## config.mk

```make
export PLATFORM = sky130hd
export DESIGN_NAME = gpio_multi
export DESIGN_NICKNAME = d
export VERILOG_FILES = /design/src/rtl/gpio_multi.sv
export SDC_FILE = /design/constraint.sdc
export NUM_CORES = 1
export LEC_CHECK = 0
export ABC_AREA = 1
export ABC_CLOCK_PERIOD_IN_PS = 1500
export BUFFER_PORTS_ARGS = -buffer_cell sky130_fd_sc_hd__buf_2
export CAP_MARGIN = 20
export CORE_MARGIN = 4
export CORE_UTILIZATION = 30
export DETAILED_ROUTE_END_ITERATION = 7
export PLACE_DENSITY = 0.51
export SLEW_MARGIN = 30
export SYNTH_ARGS = -nofsm -noshare
export SYNTH_HDL_FRONTEND = slang
export SYNTH_SLANG_ARGS = --single-unit
```

## constraint.sdc

```tcl
create_clock -name clk -period 1.5 [get_ports clk]
set_clock_uncertainty 0.1 [all_clocks]
set_input_delay 0.075 -clock clk [delete_from_list [all_inputs] [get_ports clk]]
set_output_delay 0.075 -clock clk [all_outputs]
set_load 0.03 [all_outputs]
```

## src/rtl/gpio_multi.sv

```systemverilog
// Multi-port GPIO: synchronised inputs, write-only-via-bus output registers, optional change IRQ (GPIO_IRQ_EN).
// Latency: inputs visible on rd SYNC_STAGES edges after change; writes visible after one edge; rd and irq are combinational.
// Backpressure: none, every access completes in a single cycle.
module gpio_multi #(
   parameter int WIDTH       = 32,
   parameter int N_IN        = 2,
   parameter int N_OUT       = 2,
   parameter int SYNC_STAGES = 2,
   parameter int AW          = 3
) (
   input  logic                   clk,
   input  logic                   rst,
   input  logic                   we,
   input  logic [AW-1:0]          a,
   input  logic [WIDTH-1:0]       wd,
   output logic [WIDTH-1:0]       rd,
   input  logic [N_IN*WIDTH-1:0]  gpI,
   output logic [N_OUT*WIDTH-1:0] gpO,
   output logic                   irq
);

   logic [SYNC_STAGES-1:0][N_IN-1:0][WIDTH-1:0] sync_q;
   logic [N_IN-1:0][WIDTH-1:0]                  sync_last;
   logic [N_OUT-1:0][WIDTH-1:0]                 out_q;

   assign sync_last = sync_q[SYNC_STAGES-1];
   assign gpO       = out_q;

   always_ff @(posedge clk or negedge rst) begin
      if (!rst) begin
         sync_q <= '0;
         out_q  <= '0;
      end else begin
         sync_q[0] <= gpI;
         for (int s = 1; s < SYNC_STAGES; s++) begin
            sync_q[s] <= sync_q[s-1];
         end
         for (int j = 0; j < N_OUT; j++) begin
            if (we && (a == AW'(N_IN + j))) begin
               out_q[j] <= wd;
            end
         end
      end
   end

`ifdef GPIO_IRQ_EN
   localparam logic [AW-1:0] STAT_A = AW'(N_IN + N_OUT);
   localparam logic [AW-1:0] MASK_A = AW'(N_IN + N_OUT + 1);

   logic [N_IN-1:0][WIDTH-1:0] prev_q;
   logic [N_IN-1:0]            status_q;
   logic [N_IN-1:0]            mask_q;
   logic [N_IN-1:0]            chg;
   logic [N_IN-1:0]            clr;

   always_comb begin
      chg = '0;
      clr = '0;
      for (int i = 0; i < N_IN; i++) begin
         chg[i] = |(sync_last[i] ^ prev_q[i]);
      end
      if (we && (a == STAT_A)) begin
         clr = N_IN'(wd);
      end
   end

   // Set is OR-ed in after the clear so a same-cycle change is never lost.
   always_ff @(posedge clk or negedge rst) begin
      if (!rst) begin
         prev_q   <= '0;
         status_q <= '0;
         mask_q   <= '0;
      end else begin
         prev_q   <= sync_last;
         status_q <= (status_q & ~clr) | chg;
         if (we && (a == MASK_A)) begin
            mask_q <= N_IN'(wd);
         end
      end
   end

   assign irq = |(status_q & mask_q);
`else
   assign irq = 1'b0;
`endif

   always_comb begin
      rd = '0;
      for (int i = 0; i < N_IN; i++) begin
         if (a == AW'(i)) rd = sync_last[i];
      end
      for (int j = 0; j < N_OUT; j++) begin
         if (a == AW'(N_IN + j)) rd = out_q[j];
      end
`ifdef GPIO_IRQ_EN
      if (a == STAT_A) rd = WIDTH'(status_q);
      if (a == MASK_A) rd = WIDTH'(mask_q);
`endif
   end

endmodule

```

==> reports/metrics.csv, run 1 <==
stage,metric,value,unit
detailed_routing,vias,5708,
power_and_ir_drop,intPower,8.823,mW
detailed_routing,drt_iter0_drc,413,
floorplan,num_rows,54,
timing,fin_crit_sh,97.29,%
synth,ys_warn_count,0,
detailed_routing,wl_per_cell,17.80,µm
detailed_routing,wl_met1,9.800,mm
placement,dp_slack,0.1015,ns
setup_path,cp_slowest_cell,dfrtp_1,
synth,syn_avg_cell_area,11.25,µm²
detailed_routing,drt-total-wl,21.41,mm
clock_tree,cts-root-buf,clkbuf_16,
setup_path,end_kind,output port,
run_status,status,"finished, final reports clean",
cells_and_area,drive_above_1_share,30.12,%
synth,synth_cell_types,16,
job,cap_violations,0,
cells_and_area,final_util,45.14,%
clock_tree,cts_sinks,192,
placement,dp_hpwl,14.59,mm
detailed_routing,via_per_inst,4.745,
power_and_ir_drop,p_sw_share,32.32,%
cells_and_area,insertedDiodeCount,0,
timing,setup_viol,0,
clock_tree,htreeDepth,4,
timing,fin_ws,0.04068,ns
global_routing,grt_use_total,16.99,%
global_routing,antenna_found_initial,1,
synth,synth_seq_cells,192,
setup_path,crit_arrival,1.28,ns
power_and_ir_drop,clockPowerShare,33.9,%
power_and_ir_drop,p_total,13.04,mW
synth,synth_area_leader_cell,dfrtp_1,
cells_and_area,stdcell_count,1203,
timing,finalMaxSlewViolations,0,
clock_tree,worstSkewPairLatency,0.43,ns
clock_tree,clk_pin_slew,0.07,ns
cells_and_area,postLayoutCellArea,0.009942,mm²
cells_and_area,multi_input_area,0.001739,mm²
setup_path,worstPathCellList,nand4_1 -> nand4_1 -> buf_4,
synth,synth_fp_nets,705,
synth,ys.flop_type,dfrtp_1,
setup_path,cp.required,1.32,ns
floorplan,core,0.02203,mm²
synth,synth_common_cells,"dfrtp_1 (192), nand2_1 (160), nand4_1 (96)",
timing,fin_hold_ws,0.05908,ns
clock_tree,cts_tree,yes,
clock_tree,cts_buffers,17,
synth,synth_top_area_share,70.82,%
detailed_routing,met3_length,1.401,mm
synth,synth_edf_count,0,
detailed_routing,route.met2.wl,9.912,mm
detailed_routing,drt.antenna.violating_nets,0,
timing,hold_violations,0,
timing,finalSetupTns,0,ns
detailed_routing,drt_first_pass_iters,5,
timing,rsz0062_at_grt,yes,
placement,globalplace.congestion,0.8856,
setup_path,worst_path_most_repeated_cell,nand4_1,
floorplan,initial_core_util,30.80,%
setup_path,crit_type,register to output port,
placement,dpl_cell_area,0.008299,mm²
placement,io_buffers,197,
power_and_ir_drop,p_seq_share,46.5,%
floorplan,die_h,158.4,µm
clock_tree,cts.path.max_buffers,2,
timing,timing.fmax,685.2,MHz
synth,synth_area_leaders,"dfrtp_1 (71%), nand2_1 (8.9%), nand4_1 (8.9%)",
global_routing,grt_pass1_wl,32.46,mm
setup_path,worstSetupStartpointType,register,
synth,yosysSeqAreaShare,70.82,%
synth,post-synth-top-count-cell,dfrtp_1,
floorplan,die_w,158.4,µm
min_path,hold_class,input pin to async pin,
power_and_ir_drop,power_leakage,4.854,nW
cells_and_area,nets,1012,
power_and_ir_drop,irDropWorstVdd,0.0007159,V
power_and_ir_drop,pwr_density_cell,1311,mW/mm²
synth,synth_area,0.006784,mm²
setup_path,r2r_start,gpO[33]$_DFFE_PN0P_,
timing,period_needed,1.459,ns
global_routing,grt_overflow,0,
global_routing,grt_pass1_vias,5635,
power_and_ir_drop,combPwrFrac,19.7,%
placement,place_inst,1067,
setup_path,path_max_fanout,3,
cells_and_area,regArea,0.004805,mm²
power_and_ir_drop,netSwitchingPower,4.213,mW
setup_path,cp-startpoint,gpO[40]$_DFFE_PN0P_,
global_routing,grt_max_degree,41,
cells_and_area,fillers,2103,
setup_path,max_stage_delay,0.42,ns
cells_and_area,area_growth,46.55,%
floorplan,pin_count,199,
detailed_routing,drc,0,
floorplan,die-area,0.02508,mm²
synth,synthArstFlopShare,100.0,%
synth,synth_cells,603,
detailed_routing,routed.top_layer,met5,
cell type report:
type                       count  share of cell area, %
clock inverter                13                  1.435
multi-input combinational    358                  17.49
sequential                   192                  48.33
tap                          280                  3.524
timing repair buffer         337                  24.62
inverter                       4                 0.1510
clock buffer                  19                  4.455
kinds of logic after synthesis:
logic type,Yosys count,share of synthesized area [%]
DFF,192,70.82
AOI/OAI and AO/OA,32,2.361
other,1,0.05528
and+or+nand+nor,325,23.04
buffers and inverters,53,3.726
cell usage in the layout (no fill, tap or decap):
cell / netlist / layout
nand3_1: 64 / 64
dlygate4sd3_1: 0 / 97
clkinv_2: 0 / 1
buf_4: 6 / 37
buf_2: 25 / 187
nand3_2: 2 / 2
nor2_4: 1 / 3
clkbuf_8: 0 / 2
clkbuf_4: 0 / 2
buf_6: 0 / 3
clkbuf_16: 0 / 17
inv_8: 0 / 1
clkinv_8: 0 / 4
buf_12: 0 / 10
inv_2: 2 / 2
dfrtp_1: 192 / 192
clkinv_4: 0 / 1
o21ai_0: 32 / 32
nand2_1: 160 / 160
inv_1: 2 / 2
conb_1: 1 / 1
inv_6: 0 / 6
clkbuf_1: 16 / 1
nand4_1: 96 / 96
what timing repair did:
item                                   4_1_cts  5_1_grt
gates resized for setup                      1       17
pin swaps                                    0        3
hold buffers                                97        0
endpoints found under the hold margin      320        0
setup buffers                                1        6
setup endpoints to repair                    1       10
per-layer routing:
layer / global-route usage (%) / vias to the layer above
met5: 0 / -
met4: 4.387 / 2
met3: 4.159 / 22
met2: 26.01 / 242
met1: 24.38 / 2757
li1: - / 2685
state kept, by name, summed over array words and instances (netlist names):
signal and flops:
sync_last 64, gpO 64, sync_q 64
worst paths after layout:
path | slack (ns) | cells after the start | end
setup / recovery | 0.04 | 3 | rd[8]
hold / removal | 0.06 | 2 | sync_last[27]$_DFF_PN0_
setup reg to reg | 0.61 | 3 | gpO[33]$_DFFE_PN0P_
hold reg to reg | 0.24 | 0 | sync_last[23]$_DFF_PN0_
max in group asynchronous | 0.69 | 3 | gpO[43]$_DFFE_PN0P_
min in group clk | 0.10 | 6 | gpO[6]$_DFFE_PN0P_
power by group through the flow:
stage                     registers [mW]  clock network, mW  logic, mW
after floorplan                     6.67                  0      0.702
after global placement              6.16                  0       2.29
after detailed placement            6.16                  0       2.31
after CTS                           6.06               4.56       2.52
after global routing                6.11               4.77       2.76
final                               6.06               4.41       2.57
worst max-delay path, delay by kind of cell, from the launching register on:
family	cells	cell delay (ns)
AND/OR/NAND/NOR	2	0.25
buffers and inverters	1	0.20
flip-flops	1	0.42
No activity file was read; power rests on OpenSTA's default activity.
==> run 2: changes to the inputs <==
--- a/config.mk
+++ b/config.mk
@@ -6,13 +6,12 @@
 export NUM_CORES = 1
 export LEC_CHECK = 0
 export ABC_AREA = 1
-export ABC_CLOCK_PERIOD_IN_PS = 1500
-export BUFFER_PORTS_ARGS = -buffer_cell sky130_fd_sc_hd__buf_2
 export CAP_MARGIN = 20
 export CORE_MARGIN = 4
 export CORE_UTILIZATION = 30
 export DETAILED_ROUTE_END_ITERATION = 7
-export PLACE_DENSITY = 0.51
+export DONT_BUFFER_PORTS = 1
+export PLACE_DENSITY = 0.44
 export SLEW_MARGIN = 30
 export SYNTH_ARGS = -nofsm -noshare
 export SYNTH_HDL_FRONTEND = slang
==> run 2 against run 1 <==
  * The run now ends with negative hold slack, negative setup slack left
  * Design area down 5.4%
  * Wire length is 2.4% lower
  * Critical path depth is the same
  * Global-route usage fell by 0.37 points
  * Critical path type unchanged
  * Largest cell class unchanged
  * Largest power group unchanged
==> reports/metrics.csv, run 2 (synthesis results as in run 1) <==
stage,metric,value,unit,change
timing,fin_hold_ws,-0.7408,ns,-0.7998 ns
cells_and_area,postLayoutCellArea,0.009400,mm²,-5.4%
run_status,status,"finished, violations left",,
detailed_routing,via_per_inst,5.144,,+8.4%
clock_tree,cts_buffers,17,,unchanged
placement,io_buffers,0,,-100%
setup_path,worstSetupStartpointType,register,,
timing,finalMaxSlewViolations,0,,unchanged
detailed_routing,wl_per_cell,20.20,µm,+14%
setup_path,end_kind,output port,,
floorplan,pin_count,199,,unchanged
cells_and_area,final_util,42.68,%,-2.5 points
setup_path,max_stage_delay,0.50,ns,+0.08 ns
clock_tree,htreeDepth,4,,unchanged
clock_tree,clk_pin_slew,0.08,ns,about the same
detailed_routing,drt_iter0_drc,408,,-1.2%
placement,globalplace.congestion,0.8615,,-2.7%
placement,dp_hpwl,13.24,mm,-9.2%
timing,rsz0062_at_grt,yes,,
power_and_ir_drop,power_leakage,4.072,nW,-16%
setup_path,path_delay_family,flip-flops,,
power_and_ir_drop,irDropWorstVdd,0.0006461,V,-9.7%
cells_and_area,nets,842,,-17%
min_path,hold_class,input pin to async pin,,
job,cap_violations,0,,unchanged
cells_and_area,area_growth,38.57,%,
clock_tree,cts_sinks,192,,unchanged
floorplan,num_rows,54,,unchanged
floorplan,initial_core_util,30.80,%,unchanged
timing,fin_crit_sh,101.9,%,+4.6 points
detailed_routing,drc,0,,unchanged
setup_path,cp_slowest_cell,dfrtp_2,,
power_and_ir_drop,p_total,12.68,mW,-2.7%
global_routing,grt_use_total,16.62,%,-0.37 points
timing,period_needed,1.529,ns,+0.06955 ns
global_routing,grt_max_degree,193,,+370%
global_routing,grt_overflow,0,,unchanged
detailed_routing,drt_first_pass_iters,5,,unchanged
placement,place_inst,889,,-17%
placement,dpl_cell_area,0.007373,mm²,-11%
setup_path,crit_arrival,1.35,ns,+0.07 ns
global_routing,grt_pass1_vias,5530,,-1.9%
clock_tree,cts_tree,yes,,
setup_path,worstPathCellList,nand4_1 -> nand4_1 -> buf_6,,
timing,hold_violations,192,,+192
cells_and_area,layout_common_cells,"nand2_1 (160), dfrtp_1 (135), dlygate4sd3_1 (112), nand4_1 (96), dfrtp_2 (57)",,
timing,slew_headroom,63.46,%,
global_routing,antenna_found_initial,1,,unchanged
detailed_routing,drt-total-wl,20.89,mm,-2.4%
setup_path,crit_type,register to output port,,
clock_tree,cts_setup_buffers,0,,-1
setup_path,path_buf_inv,1,,unchanged
cells_and_area,layout_commonest_cell,nand2_1,,
setup_path,worst_path_most_repeated_cell,nand4_1,,
clock_tree,cts-root-buf,clkbuf_16,,
floorplan,die_h,158.4,µm,unchanged
power_and_ir_drop,pwr_density_cell,1349,mW/mm²,+2.9%
floorplan,core,0.02203,mm²,unchanged
floorplan,die-area,0.02508,mm²,unchanged
timing,tightest_slew,0.5481,ns,
run_status,violations,"negative hold slack, negative setup slack",,
timing,fin_ws,-0.02887,ns,-0.06955 ns
timing,setup_viol,7,,+7
timing,timing.fmax,654.1,MHz,-4.5%
clock_tree,cts.path.max_buffers,2,,unchanged
floorplan,die_w,158.4,µm,unchanged
setup_path,cp.required,1.32,ns,about the same
cells_and_area,regArea,0.004876,mm²,+1.5%
cells_and_area,fillers,2050,,-2.5%
detailed_routing,drt.antenna.violating_nets,0,,unchanged
cells_and_area,stdcell_count,1034,,-14%
detailed_routing,vias,5319,,-6.8%
cells_and_area,drive_above_1_share,23.11,%,-7.0 points
global_routing,grt_pass1_wl,31.82,mm,-2.0%
cells_and_area,multi_input_area,0.001854,mm²,+6.6%
clock_tree,worstSkewPairLatency,0.42,ns,about the same
setup_path,path_max_fanout,3,,unchanged
-- run 2: power by group --
| part | internal [mW] | switching [mW] |
|---|---|---|
| combinational | 0.648 | 0.803 |
| sequential | 5.72 | 1.04 |
| clock | 2.25 | 2.21 |
-- run 2: stage by stage --
stage / TNS (ns) / worst slack, ns
after global routing: -1.495 / -0.1017
after CTS: -0.4331 / -0.07198
final: -0.07523 / -0.02887
after global placement: 0 / 0.2970
after detailed placement: 0 / 0.2980
after floorplan: 0 / 0.3933
-- run 2: path summary, 6_finish.rpt --
check | slack, ns | endpoint | start | cells after the start
max | -0.03 | rd[24] | gpO[56]$_DFFE_PN0P_ | 3
min | -0.74 | sync_last[25]$_DFF_PN0_ | rst | 0
max reg2reg | 0.05 | gpO[16]$_DFFE_PN0P_ | gpO[16]$_DFFE_PN0P_ | 4
min reg2reg | 0.25 | sync_last[24]$_DFF_PN0_ | sync_q[24]$_DFF_PN0_ | 0
max in group asynchronous | 1.54 | gpO[35]$_DFFE_PN0P_ | rst | 0
min in group clk | 0.04 | gpO[49]$_DFFE_PN0P_ | we | 4
-- run 2: layout make-up --
class	instances	area share (%)
antenna	1	0.02662
clock buffer	17	4.525
clock inverter	15	1.784
inverter	4	0.1730
multi-input combinational	358	19.73
sequential	192	51.87
tap	280	3.727
timing repair buffer	167	18.17
-- run 2: layer usage --
metal / vias up / GRT usage (%) / part of all wire, %
met3: 30 / 7.040 / 9.7
met5: - / 0 / 0
li1: 2358 / - / -
met4: 0 / 5.280 / 2.2
met1: 2667 / 21.52 / 42
met2: 264 / 25.41 / 47
-- run 2: what timing repair did --
item	CTS	global route
pin swaps	47	25
hold buffers	112	1
cloned	0	0
gates resized for setup	98	15
hold endpoints to repair	320	197
setup endpoints to repair	32	37
==> run 3: changes to the inputs <==
--- a/config.mk
+++ b/config.mk
@@ -5,7 +5,7 @@
 export SDC_FILE = /design/constraint.sdc
 export NUM_CORES = 1
 export LEC_CHECK = 0
-export ABC_AREA = 1
+export ABC_AREA = 0
 export CAP_MARGIN = 20
 export CORE_MARGIN = 4
 export CORE_UTILIZATION = 30
==> run 3 against run 2 <==
  * The run still ends with negative hold slack, negative setup slack left
  * Cell count is 18% lower
  * Clock power is 1% higher
  * Power is 4.0% higher
  * Die area is 3.4% lower
  * Largest power group unchanged
==> reports/metrics.csv, run 3 <==
stage,metric,value,unit,change
placement,dpl_cell_area,0.007296,mm²,-1.1%
job,cap_violations,0,,unchanged
timing,fin_hold_ws,-0.7595,ns,-0.01872 ns
clock_tree,htreeDepth,4,,unchanged
cells_and_area,area_growth,38.18,%,
timing,hold_violations,192,,unchanged
global_routing,grt_overflow,0,,unchanged
placement,dp_slack,0.2039,ns,-0.09402 ns
placement,globalplace.congestion,0.7359,,-15%
timing,tightest_slew,0.5303,ns,-0.01779 ns
floorplan,die_h,155.7,µm,-1.7%
synth,ys_warn_count,0,,unchanged
synth,post-synth-top-count-cell,dfrtp_1,,
setup_path,path_max_fanout,29,,+26
power_and_ir_drop,p_total,13.18,mW,+4.0%
synth,synthArstFlopShare,100.0,%,unchanged
setup_path,crit_arrival,1.83,ns,+0.48 ns
timing,period_needed,1.632,ns,+0.1027 ns
synth,synth_area_leaders,"dfrtp_1 (73%), mux2i_1 (9.8%), mux2_2 (5.9%)",,
cells_and_area,layout_commonest_cell,dfrtp_1,,
clock_tree,cts_buffers,17,,unchanged
timing,rsz0062_at_grt,yes,,
timing,fin_ws,-0.1316,ns,-0.1027 ns
power_and_ir_drop,irDropWorstVdd,0.0006105,V,-5.5%
power_and_ir_drop,intPower,9.230,mW,+7.0%
placement,dp_hpwl,9.578,mm,-28%
clock_tree,cts_sinks,192,,unchanged
timing,fin_crit_sh,108.8,%,+6.8 points
detailed_routing,vias,3799,,-29%
setup_path,worstSetupStartpointType,input pin,,
detailed_routing,drt_iter0_drc,163,,-60%
power_and_ir_drop,p_sw_share,29.98,%,-2.0 points
synth,syn_avg_cell_area,17.27,µm²,+53%
run_status,status,"finished, violations left",,
cells_and_area,fillers,1930,,-5.9%
cells_and_area,layout_common_cells,"dfrtp_1 (158), dlygate4sd3_1 (106), buf_4 (70), mux2i_1 (64)",,
clock_tree,worstSkewPairLatency,0.42,ns,about the same
cells_and_area,nets,657,,-22%
detailed_routing,drc,0,,unchanged
synth,ys.flop_type,dfrtp_1,,
detailed_routing,drt-total-wl,16.11,mm,-23%
cells_and_area,drive_above_1_share,30.63,%,+7.5 points
synth,synth_top_area_share,73.42,%,+2.6 points
placement,io_buffers,0,,unchanged
power_and_ir_drop,clockPowerShare,34.2,%,-1.0 points
floorplan,num_rows,53,,-1.9%
global_routing,grt_use_total,13.14,%,-3.5 points
detailed_routing,drt.antenna.violating_nets,0,,unchanged
clock_tree,clk_pin_slew,0.08,ns,about the same
timing,finalMaxSlewViolations,0,,unchanged
timing,timing.fmax,612.9,MHz,-6.3%
setup_path,end_kind,register,,
detailed_routing,drt_first_pass_iters,7,,+2
power_and_ir_drop,combPwrFrac,15.9,%,+4.5 points
floorplan,pin_count,199,,unchanged
power_and_ir_drop,netSwitchingPower,3.952,mW,-2.5%
floorplan,core,0.02122,mm²,-3.7%
global_routing,grt_pass1_vias,4295,,-22%
power_and_ir_drop,p_seq_share,49.9,%,-3.5 points
detailed_routing,via_per_inst,4.507,,-12%
power_and_ir_drop,pwr_density_cell,1458,mW/mm²,+8.1%
global_routing,antenna_found_initial,0,,-1
cells_and_area,stdcell_count,843,,-18%
placement,place_inst,698,,-21%
min_path,hold_class,input pin to async pin,,
clock_tree,cts-root-buf,clkbuf_16,,
timing,slew_headroom,64.65,%,+1.2 points
synth,synth_area,0.006544,mm²,-3.5%
power_and_ir_drop,power_leakage,4.065,nW,-0.16%
clock_tree,cts.path.max_buffers,2,,unchanged
global_routing,grt_max_degree,193,,unchanged
synth,yosysSeqAreaShare,73.42,%,+2.6 points
detailed_routing,wl_per_cell,19.12,µm,-5.4%
floorplan,die-area,0.02424,mm²,-3.4%
synth,synth_common_cells,"dfrtp_1 (192), mux2i_1 (64), mux2_2 (34)",,
synth,synth_seq_cells,192,,unchanged
floorplan,initial_core_util,30.84,%,+0.037 points
clock_tree,cts_tree,yes,,
synth,synth_edf_count,0,,unchanged
global_routing,grt_pass1_wl,24.70,mm,-22%
synth,synth_fp_nets,481,,-32%
cells_and_area,insertedDiodeCount,0,,-1
run_status,violations,"negative hold slack, negative setup slack",,
floorplan,die_w,155.7,µm,-1.7%
cells_and_area,postLayoutCellArea,0.009042,mm²,-3.8%
synth,synth_cells,379,,-37%
setup_path,crit_type,input pin to register,,
setup_path,cp.required,1.70,ns,+0.38 ns
timing,setup_viol,28,,+21
synth,synth_area_leader_cell,dfrtp_1,,
synth,synth_cell_types,14,,-2
[run 3: power by group through the flow]
stage          Clock [mW]  Combinational [mW]  Sequential (mW)
2_1_floorplan           0               0.847             6.87
3_3_place_gp            0                1.73             6.63
3_5_place_dp            0                1.76             6.66
4_1_cts              4.68                2.02             6.60
5_1_grt              4.94                2.24             6.65
6_report             4.51                2.09             6.58
[run 3: area by class of cell]
| cell class | count | area (µm²) | share of cell area [%] |
|---|---|---|---|
| clock buffer | 20 | 446.7 | 4.940 |
| multi-input combinational | 165 | 1614 | 17.85 |
| timing repair buffer | 179 | 1647 | 18.21 |
| sequential | 192 | 4847 | 53.60 |
| tap | 275 | 344.1 | 3.805 |
| clock inverter | 12 | 143.9 | 1.591 |
[run 3: kinds of logic (layout without fill, tap and decap cells)]
family | count (synthesis) | count (layout) | synth area share [%]
AOI/OAI and AO/OA | 32 | 32 | 3.059
DFF | 192 | 192 | 73.42
buffers and inverters | 22 | 211 | 2.180
and+or+nand+nor | 4 | 4 | 0.4782
other | 1 | 1 | 0.05731
muxes | 128 | 128 | 20.80
[run 3: path summary, 6_finish.rpt]
path                                      startpoint                       to  slack [ns]  depth (start not counted)
worst max-delay path                            a[0]       gpO[9]$_DFFE_PN0P_       -0.13                          4
worst min register to register  sync_q[49]$_DFF_PN0_  sync_last[49]$_DFF_PN0_        0.25                          0
worst min-delay path                             rst     sync_q[61]$_DFF_PN0_       -0.76                          0
max in group asynchronous                        rst      gpO[40]$_DFFE_PN0P_        1.73                          0
min in group clk                                a[0]      gpO[27]$_DFFE_PN0P_        0.01                          3
worst max register to register   gpO[17]$_DFFE_PN0P_      gpO[17]$_DFFE_PN0P_        0.02                          2
[run 3: routing by layer]
layer  track usage (%)  vias to the layer above  wire, µm
li1                  -                     1697         -
met1             16.42                     1969      6864
met2             21.73                      122      8014
met3             4.938                       11      1095
met4             3.251                        0       139
met5                 0                        -         0
[run 3: repair_timing]
action,4_1_cts,5_1_grt
endpoints found under the hold margin,320,199
resized for setup,34,0
endpoints found under the setup margin,24,32
hold buffers,100,6
pin swaps,6,6
setup buffers,1,6
[run 3: worst max-delay path, cell delays in order]
cell           delay, ns
nor4bb_4            0.32
buf_12              0.27
dlygate4sd3_1       0.80
mux2_1              0.36
[run 3: metrics by stage]
stage,util [%],setup TNS [ns]
6_report,42.61,-1.528
5_1_grt,42.61,-4.023
4_1_cts,42.12,-1.743
3_5_place_dp,34.38,0
3_3_place_gp,34.38,0
2_1_floorplan,-,0
